<file path="config.mk">
export PLATFORM = sky130hd
export DESIGN_NAME = uart_rx_ctrl_flat
export DESIGN_NICKNAME = d
export VERILOG_FILES = /design/src/rtl/uart_pkg.sv /design/src/rtl/uart_rx_ctrl_if.sv /design/src/rtl/uart_rx_ctrl_sync_fifo.sv /design/src/rtl/uart_rx_ctrl.sv /design/src/flat_wrapper.sv
export SDC_FILE = /design/constraint.sdc
export NUM_CORES = 1
export LEC_CHECK = 0
export ABC_AREA = 1
export CAP_MARGIN = 20
export CORE_ASPECT_RATIO = 0.6
export CORE_MARGIN = 1.5
export CORE_UTILIZATION = 50
export CTS_CLUSTER_DIAMETER = 30
export DETAILED_ROUTE_END_ITERATION = 16
export GPL_ROUTABILITY_DRIVEN = 0
export GPL_TIMING_DRIVEN = 0
export PLACE_DENSITY = 0.71
export SYNTH_ARGS = -nofsm -noshare
export SYNTH_HDL_FRONTEND = slang
export SYNTH_SLANG_ARGS = --single-unit
</file>
<file path="constraint.sdc">
create_clock -name clk -period 4.2 [get_ports clk]
set_input_delay 1.26 -clock clk [delete_from_list [all_inputs] [get_ports clk]]
set_output_delay 1.26 -clock clk [all_outputs]
set_load 0.05 [all_outputs]
</file>
<file path="src/rtl/uart_pkg.sv">
// Shared definitions for the UART receive-side controller.
//   state_e         : controller state encoding (OFF, RUN, DRAIN)
//   BAUD_DIV_115200 : clk cycles per bit at 100 MHz / 115200 baud
//   BYTE_W          : received byte width
package uart_pkg;

  typedef enum logic [1:0] {
    ST_OFF   = 2'd0,
    ST_RUN   = 2'd1,
    ST_DRAIN = 2'd2
  } state_e;

  localparam int BAUD_DIV_115200 = 868;
  localparam int BYTE_W          = 8;

endpackage

</file>
<file path="src/rtl/uart_rx_ctrl_if.sv">
// Byte path between receiver, controller and consumer.
//   rx_byte/rx_done/rx_perr : byte and strobe from the bit-level receiver
//   m_data/m_valid/m_ready  : valid/ready stream towards the consumer
// master: the controller (consumes rx_*, drives the stream)
// slave : the receiver/consumer side
interface uart_rx_ctrl_if
  import uart_pkg::*;
#(
  parameter int W = BYTE_W
);
  logic [W-1:0] rx_byte;
  logic         rx_done;
  logic         rx_perr;
  logic [W-1:0] m_data;
  logic         m_valid;
  logic         m_ready;

  modport master (
    input  rx_byte, rx_done, rx_perr, m_ready,
    output m_data, m_valid
  );

  modport slave (
    output rx_byte, rx_done, rx_perr, m_ready,
    input  m_data, m_valid
  );
endinterface

</file>
<file path="src/rtl/uart_rx_ctrl_sync_fifo.sv">
// First-word-fall-through synchronous FIFO.
//   push_i/data_i : write request and data (ignored when full unless popping)
//   pop_i         : read request (ignored when empty)
//   data_o        : head entry; holds the last popped entry while empty
//   full_o/empty_o/count_o : occupancy status
module sync_fifo #(
  parameter int WIDTH = 8,
  parameter int DEPTH = 4
) (
  input  logic                       clk,
  input  logic                       rst_n,
  input  logic                       push_i,
  input  logic [WIDTH-1:0]           data_i,
  input  logic                       pop_i,
  output logic [WIDTH-1:0]           data_o,
  output logic                       full_o,
  output logic                       empty_o,
  output logic [$clog2(DEPTH):0]     count_o
);
  localparam int AW = $clog2(DEPTH);
  localparam int CW = AW + 1;

  logic [WIDTH-1:0] mem_q [DEPTH];
  logic [AW-1:0]    wr_q, rd_q;
  logic [CW-1:0]    cnt_q;
  logic             do_push, do_pop;

  assign full_o  = (cnt_q == CW'(DEPTH));
  assign empty_o = (cnt_q == '0);
  assign count_o = cnt_q;

  // When full, a push is only accepted if the head leaves in the same cycle.
  assign do_push = push_i && (!full_o || pop_i);
  assign do_pop  = pop_i && !empty_o;

  always_ff @(posedge clk or negedge rst_n) begin
    if (!rst_n) begin
      for (int i = 0; i < DEPTH; i++) mem_q[i] <= '0;
      wr_q  <= '0;
      rd_q  <= '0;
      cnt_q <= '0;
    end else begin
      if (do_push) begin
        mem_q[wr_q] <= data_i;
        wr_q        <= wr_q + AW'(1);
      end
      if (do_pop) rd_q <= rd_q + AW'(1);
      case ({do_push, do_pop})
        2'b10:   cnt_q <= cnt_q + CW'(1);
        2'b01:   cnt_q <= cnt_q - CW'(1);
        default: cnt_q <= cnt_q;
      endcase
    end
  end

  // While empty, the slot just behind the read pointer is the last byte handed
  // out, so the output holds steady without an extra register.
  assign data_o = empty_o ? mem_q[rd_q - AW'(1)] : mem_q[rd_q];

endmodule

</file>
<file path="src/rtl/uart_rx_ctrl.sv">
// UART receive-side controller: baud enable generation, byte capture with
// parity screening, FWFT buffering and error statistics.
//   clk, reset_n      : clock and async active-low reset
//   enable            : receive path on/off (level)
//   clear             : sync pulse, zeroes overflow and perr_count
//   baud_tick         : one-cycle bit-rate enable
//   bus (master)      : rx_byte/rx_done/rx_perr in, m_data/m_valid/m_ready stream
//   fifo_count        : FIFO occupancy
//   overflow          : sticky, a byte was lost to a full FIFO
//   perr_count        : saturating parity-error count
//   busy              : controller not OFF
module uart_rx_ctrl
  import uart_pkg::*;
#(
  parameter int BAUD_DIV   = BAUD_DIV_115200,
  parameter int FIFO_DEPTH = 4,
  parameter int DROP_ERR   = 1
) (
  input  logic                          clk,
  input  logic                          reset_n,
  input  logic                          enable,
  input  logic                          clear,
  output logic                          baud_tick,
  uart_rx_ctrl_if.master                bus,
  output logic [$clog2(FIFO_DEPTH):0]   fifo_count,
  output logic                          overflow,
  output logic [7:0]                    perr_count,
  output logic                          busy
);
  localparam int          CW   = $clog2(FIFO_DEPTH) + 1;
  localparam logic [15:0] LAST = 16'(BAUD_DIV - 1);

  state_e      state_q;
  logic [15:0] cnt_q;
  logic        tick_q, ovf_q;
  logic [7:0]  perr_q;

  logic honoured, perr_ev, push, pop, full, empty, last_out, remain;

  assign honoured = (state_q == ST_RUN) && bus.rx_done;
  assign perr_ev  = honoured && bus.rx_perr;
  assign push     = honoured && !(bus.rx_perr && (DROP_ERR != 0));
  assign pop      = bus.m_valid && bus.m_ready;
  assign last_out = pop && (fifo_count == CW'(1));
  // FIFO still holds something after this cycle's push/pop.
  assign remain   = push || (!empty && !last_out);

  sync_fifo #(
    .WIDTH (BYTE_W),
    .DEPTH (FIFO_DEPTH)
  ) u_fifo (
    .clk     (clk),
    .rst_n   (reset_n),
    .push_i  (push),
    .data_i  (bus.rx_byte),
    .pop_i   (pop),
    .data_o  (bus.m_data),
    .full_o  (full),
    .empty_o (empty),
    .count_o (fifo_count)
  );

  assign bus.m_valid = !empty;

  always_ff @(posedge clk or negedge reset_n) begin
    if (!reset_n) begin
      state_q <= ST_OFF;
      cnt_q   <= '0;
      tick_q  <= 1'b0;
      ovf_q   <= 1'b0;
      perr_q  <= '0;
    end else begin
      tick_q <= 1'b0;
      cnt_q  <= '0;
      case (state_q)
        ST_OFF: begin
          if (enable) state_q <= ST_RUN;
        end
        ST_RUN: begin
          if (!enable) begin
            state_q <= remain ? ST_DRAIN : ST_OFF;
          end else begin
            // Tick is registered off the terminal count, so the first one
            // lands BAUD_DIV cycles after entering RUN.
            cnt_q  <= (cnt_q == LAST) ? '0 : cnt_q + 16'd1;
            tick_q <= (cnt_q == LAST);
          end
        end
        ST_DRAIN: begin
          if (enable)       state_q <= ST_RUN;
          else if (!remain) state_q <= ST_OFF;
        end
        default: state_q <= ST_OFF;
      endcase

      if (clear) begin
        ovf_q  <= 1'b0;
        perr_q <= '0;
      end else begin
        if (push && full && !pop)        ovf_q  <= 1'b1;
        if (perr_ev && perr_q != 8'hFF) perr_q <= perr_q + 8'd1;
      end
    end
  end

  assign baud_tick  = tick_q;
  assign overflow   = ovf_q;
  assign perr_count = perr_q;
  assign busy       = (state_q != ST_OFF);

endmodule
</file>
<file path="src/flat_wrapper.sv">
// flat-port wrapper written by rule: the top's interface ports become plain ports
module uart_rx_ctrl_flat import uart_pkg::*;
#(
  parameter int BAUD_DIV   = BAUD_DIV_115200,
  parameter int FIFO_DEPTH = 4,
  parameter int DROP_ERR   = 1
)
  (clk, reset_n, enable, clear, baud_tick, fifo_count, overflow, perr_count, busy, bus_rx_byte, bus_rx_done, bus_rx_perr, bus_m_ready, bus_m_data, bus_m_valid);
  uart_rx_ctrl_if bus_i ();
  input  logic clk;
  input  logic reset_n;
  input  logic enable;
  input  logic clear;
  output logic baud_tick;
  output logic [$clog2(FIFO_DEPTH):0] fifo_count;
  output logic overflow;
  output logic [7:0] perr_count;
  output logic busy;
  input wire logic [$bits(bus_i.rx_byte)-1:0] bus_rx_byte;
  input wire logic [$bits(bus_i.rx_done)-1:0] bus_rx_done;
  input wire logic [$bits(bus_i.rx_perr)-1:0] bus_rx_perr;
  input wire logic [$bits(bus_i.m_ready)-1:0] bus_m_ready;
  output wire logic [$bits(bus_i.m_data)-1:0] bus_m_data;
  output wire logic [$bits(bus_i.m_valid)-1:0] bus_m_valid;
  assign bus_i.rx_byte = bus_rx_byte;
  assign bus_i.rx_done = bus_rx_done;
  assign bus_i.rx_perr = bus_rx_perr;
  assign bus_i.m_ready = bus_m_ready;
  assign bus_m_data = bus_i.m_data;
  assign bus_m_valid = bus_i.m_valid;
  uart_rx_ctrl #(.BAUD_DIV(BAUD_DIV), .FIFO_DEPTH(FIFO_DEPTH), .DROP_ERR(DROP_ERR)) u_core (.clk(clk), .reset_n(reset_n), .enable(enable), .clear(clear), .baud_tick(baud_tick), .bus(bus_i), .fifo_count(fifo_count), .overflow(overflow), .perr_count(perr_count), .busy(busy));
endmodule
</file>
==> flow_summary.yaml <==
timing:
  rsz0062_at_grt: "no"
  period_needed_ps: 3920
  max-slew-margin-rel: 0.431
  hold_viol_final: 0
  hold_ws_ps: 472
  finalSetupViolCount: 0
  period_share: 0.933
  fin_skew_ps: 4.73
  finalMaxSlewViolations: 0
  fmax_ghz: 0.255
  tightest_slew_ps: 853
floorplanning:
  die_area_um2: 8300
  dieHeight_um: 71.2
  die_x_um: 117
  rows: 24
  ioPinCount: 38
  coreArea_um2: 7390
  start_util: 0.524
grt:
  grt_pass1_vias: 3287
  grtUsageTotal: 0.251
  grt_max_degree: 68
  overflow: 0
  grt_first_pass_wirelength_mm: 15.9
  antenna_found_initial: 0
finish:
  layout-drive-gt1-share: 0.0725
  nNetsFinal: 600
  stdcell_area_um2: 4720
  antennaDiodeCount: 0
  area_growth_syn_to_layout_pct: 21.9
  nFillCells: 683
run:
  cap_violations: 0
worst_setup_path:
  start_kind: "flop"
  crit_fanout: 10
  r2r_end: "u_core.u_fifo.count_o[2]$_DFFE_PN0P_"
  cp_data_arrival_time_ps: 2660
  cp-end-kind: "primary output"
  r2r-start: "u_core.u_fifo.count_o[0]$_DFFE_PN0P_"
  ff2ff_path_depth: 10
  reg2reg_slack_ps: 2020
  cp.required_ps: 2940
  crit_type: "flop to primary output"
routing:
  vias_per_cell: 5.14
  drcViolationCount: 0
  dr.pass1.iters: 6
  wl_met2_mm: 4.37
  highest_layer: "met4"
  dr.first_iter.drc_count: 317
  ant_nets: 0
  drt-total-wl_mm: 9.60
  routedWlPerCell_um: 14.1
  via_count: 3511
  wl_met1_mm: 4.56
  met3_length_um: 579
cts:
  cts_tree: "done"
  clockRootBuffer: "clkbuf_16"
  postCtsSetupRepairBufs: 0
  clk_latency_ps: 330
  numCtsBuffers: 9
  cts.clk_slew.worst_paths_ps: 60
  clock-sinks: 67
  clockBufferDepth: 2
  h-tree-depth: 3
logic_synthesis:
  synth_top_area_cell: "dfrtp_1"
  synth.avg_cell_area_um2: 7.36
  async_reset_ff_frac: 1.00
  syn_nets: 552
  yosysUniqueCellTypes: 29
  yosysWarningCount: 0
  synth_edf_count: 0
  synth_top_area_frac: 0.433
  synthTopCellsByArea: "dfrtp_1, nand2_1, inv_1, o21ai_0, nor2_1"
  synth-main-ff-cell: "dfrtp_1"
  ys_seq_area_frac: 0.433
  synthesis.area_um2: 3870
  synth_cells: 526
  synth-seq-cells: 67
power_and_ir_drop:
  swShare: 0.446
  clockPowerShare: 0.239
  ir_drop_mv: 0.455
  p_int_w: 0.00193
  power_density_nw_per_um2: 736
  p_switching_w: 0.00155
  p_comb_frac: 0.483
  leakage_nw: 2.34
  p_seq_frac: 0.278
placed_design:
  dpl.hpwl_mm: 6.62
  port-buffer-count: 37
  placed_area_um2: 4370
min_path:
  min-delay-start: "u_core.cnt_q[0]$_DFF_PN0_"
  hold_path.class: "flop to flop"
  whs_endpoint: "u_core.cnt_q[0]$_DFF_PN0_"
  min_path_cells: 1
outcome:
  outcome: "complete, no violations"
==> synthesized netlist by cell type, drive strengths merged, types with 5 or more instances <==
| cell type | number |
|---|---|
| a21oi | 37 |
| buf | 8 |
| dfrtp | 67 |
| o211ai | 5 |
| nor3 | 5 |
| inv | 77 |
| xor2 | 8 |
| nor2 | 64 |
| nand3 | 20 |
| o21ai | 60 |
| nand2 | 146 |
| ha | 11 |
==> kinds of logic after synthesis <==
family                     count (synthesis)  share of synthesized area
xor gates and xnor gates                  12                     0.0271
AOI/OAI and AO/OA                        105                      0.144
adders and majority gates                 11                     0.0355
DFF                                       67                      0.433
buffers and inverters                     89                     0.0950
and+or+nand+nor                          242                      0.266
==> placed cells by master (no fill, tap or decap), drive strengths merged, types with 3 or more instances in the layout <==
cell type	Yosys	final
clkbuf	4	16
xnor2	4	4
o21ai	60	60
buf	8	9
a21oi	37	37
ha	11	11
inv	77	77
dlymetal6s2s	0	8
nor2	64	64
o211ai	5	5
dfrtp	67	67
nor3	5	5
nand3	20	20
o22ai	3	3
xor2	8	8
clkdlybuf4s50	0	28
nand4	4	4
nand2	146	146
==> worst max-delay path: stages (launching register included) <==
cell             delay, ps
dfrtp_1                430
inv_1                  100
ha_1                   220
inv_1                   50
nor2_1                 300
buf_2                  330
inv_1                  150
clkdlybuf4s50_1        720
==> metal layers <==
layer | global-route usage | up-vias
met3 | 0.0591 | 13
met4 | 0.0710 | 0
met2 | 0.380 | 102
met5 | 0 | -
li1 | - | 1760
met1 | 0.361 | 1636
==> power groups by stage <==
stage          logic, W  registers, W  clock network (W)
2_1_floorplan   0.00113       0.00101                  0
3_3_place_gp    0.00164      0.000966                  0
3_5_place_dp    0.00167      0.000974                  0
4_1_cts         0.00168      0.000965           0.000843
5_1_grt         0.00183      0.000993           0.000875
6_report        0.00168      0.000966           0.000833
==> repair_timing <==
item / in CTS / in global routing
resized for setup: 0 / 9
endpoints found under the hold margin: 0 / 0
endpoints found under the setup margin: 0 / 8
hold buffers: 0 / 0
==> metrics by stage <==
step | cells | setup TNS [ps] | setup WS (ps) | util | total power (W)
3_3_place_gp | 667 | -32070 | -485 | 0.592 | 0.00261
6_report | 683 | 0 | 283 | 0.639 | 0.00348
2_1_floorplan | 526 | 0 | 666 | - | 0.00214
5_1_grt | 683 | 0 | 119 | 0.639 | 0.00370
4_1_cts | 683 | 0 | 55.2 | 0.636 | 0.00349
3_5_place_dp | 667 | 0 | 435 | 0.592 | 0.00265
==> flip-flops by register name, summed over array words and instances, names as in the netlist <==
| name | flops |
|---|---|
| u_core.baud_tick | 1 |
| u_core.u_fifo.rd_q | 2 |
| u_core.perr_count | 8 |
| u_core.u_fifo.count_o | 3 |
| u_core.u_fifo.mem_q | 32 |
| u_core.cnt_q | 16 |
| u_core.state_q | 2 |
| u_core.u_fifo.wr_q | 2 |
| u_core.overflow | 1 |
==> final cells by class <==
| class | count | area (um2) | area share |
|---|---|---|---|
| Clock inverter | 4 | 72.6 | 0.0154 |
| Timing Repair Buffer | 37 | 388 | 0.0821 |
| Clock buffer | 12 | 256 | 0.0543 |
| Multi-Input combinational cell | 370 | 1830 | 0.388 |
| Buffer | 12 | 78.8 | 0.0167 |
| Sequential cell | 67 | 1680 | 0.355 |
| Inverter | 77 | 289 | 0.0612 |
| Tap cell | 104 | 130 | 0.0275 |
==> how the worst max path moves through the flow <==
stage | from | end | cells after the start
floorplan | u_core.u_fifo.count_o[0]$_DFFE_PN0P_ | bus_m_data[6] | 8
global placement | reset_n | u_core.perr_count[7]$_DFFE_PN0P_ | 1
detailed placement | u_core.u_fifo.count_o[0]$_DFFE_PN0P_ | bus_m_data[0] | 8
CTS | u_core.u_fifo.count_o[0]$_DFFE_PN0P_ | bus_m_data[3] | 8
global route | u_core.u_fifo.count_o[0]$_DFFE_PN0P_ | bus_m_valid | 7
finish | u_core.u_fifo.count_o[0]$_DFFE_PN0P_ | bus_m_valid | 7
No activity file was read; power rests on OpenSTA's default activity.
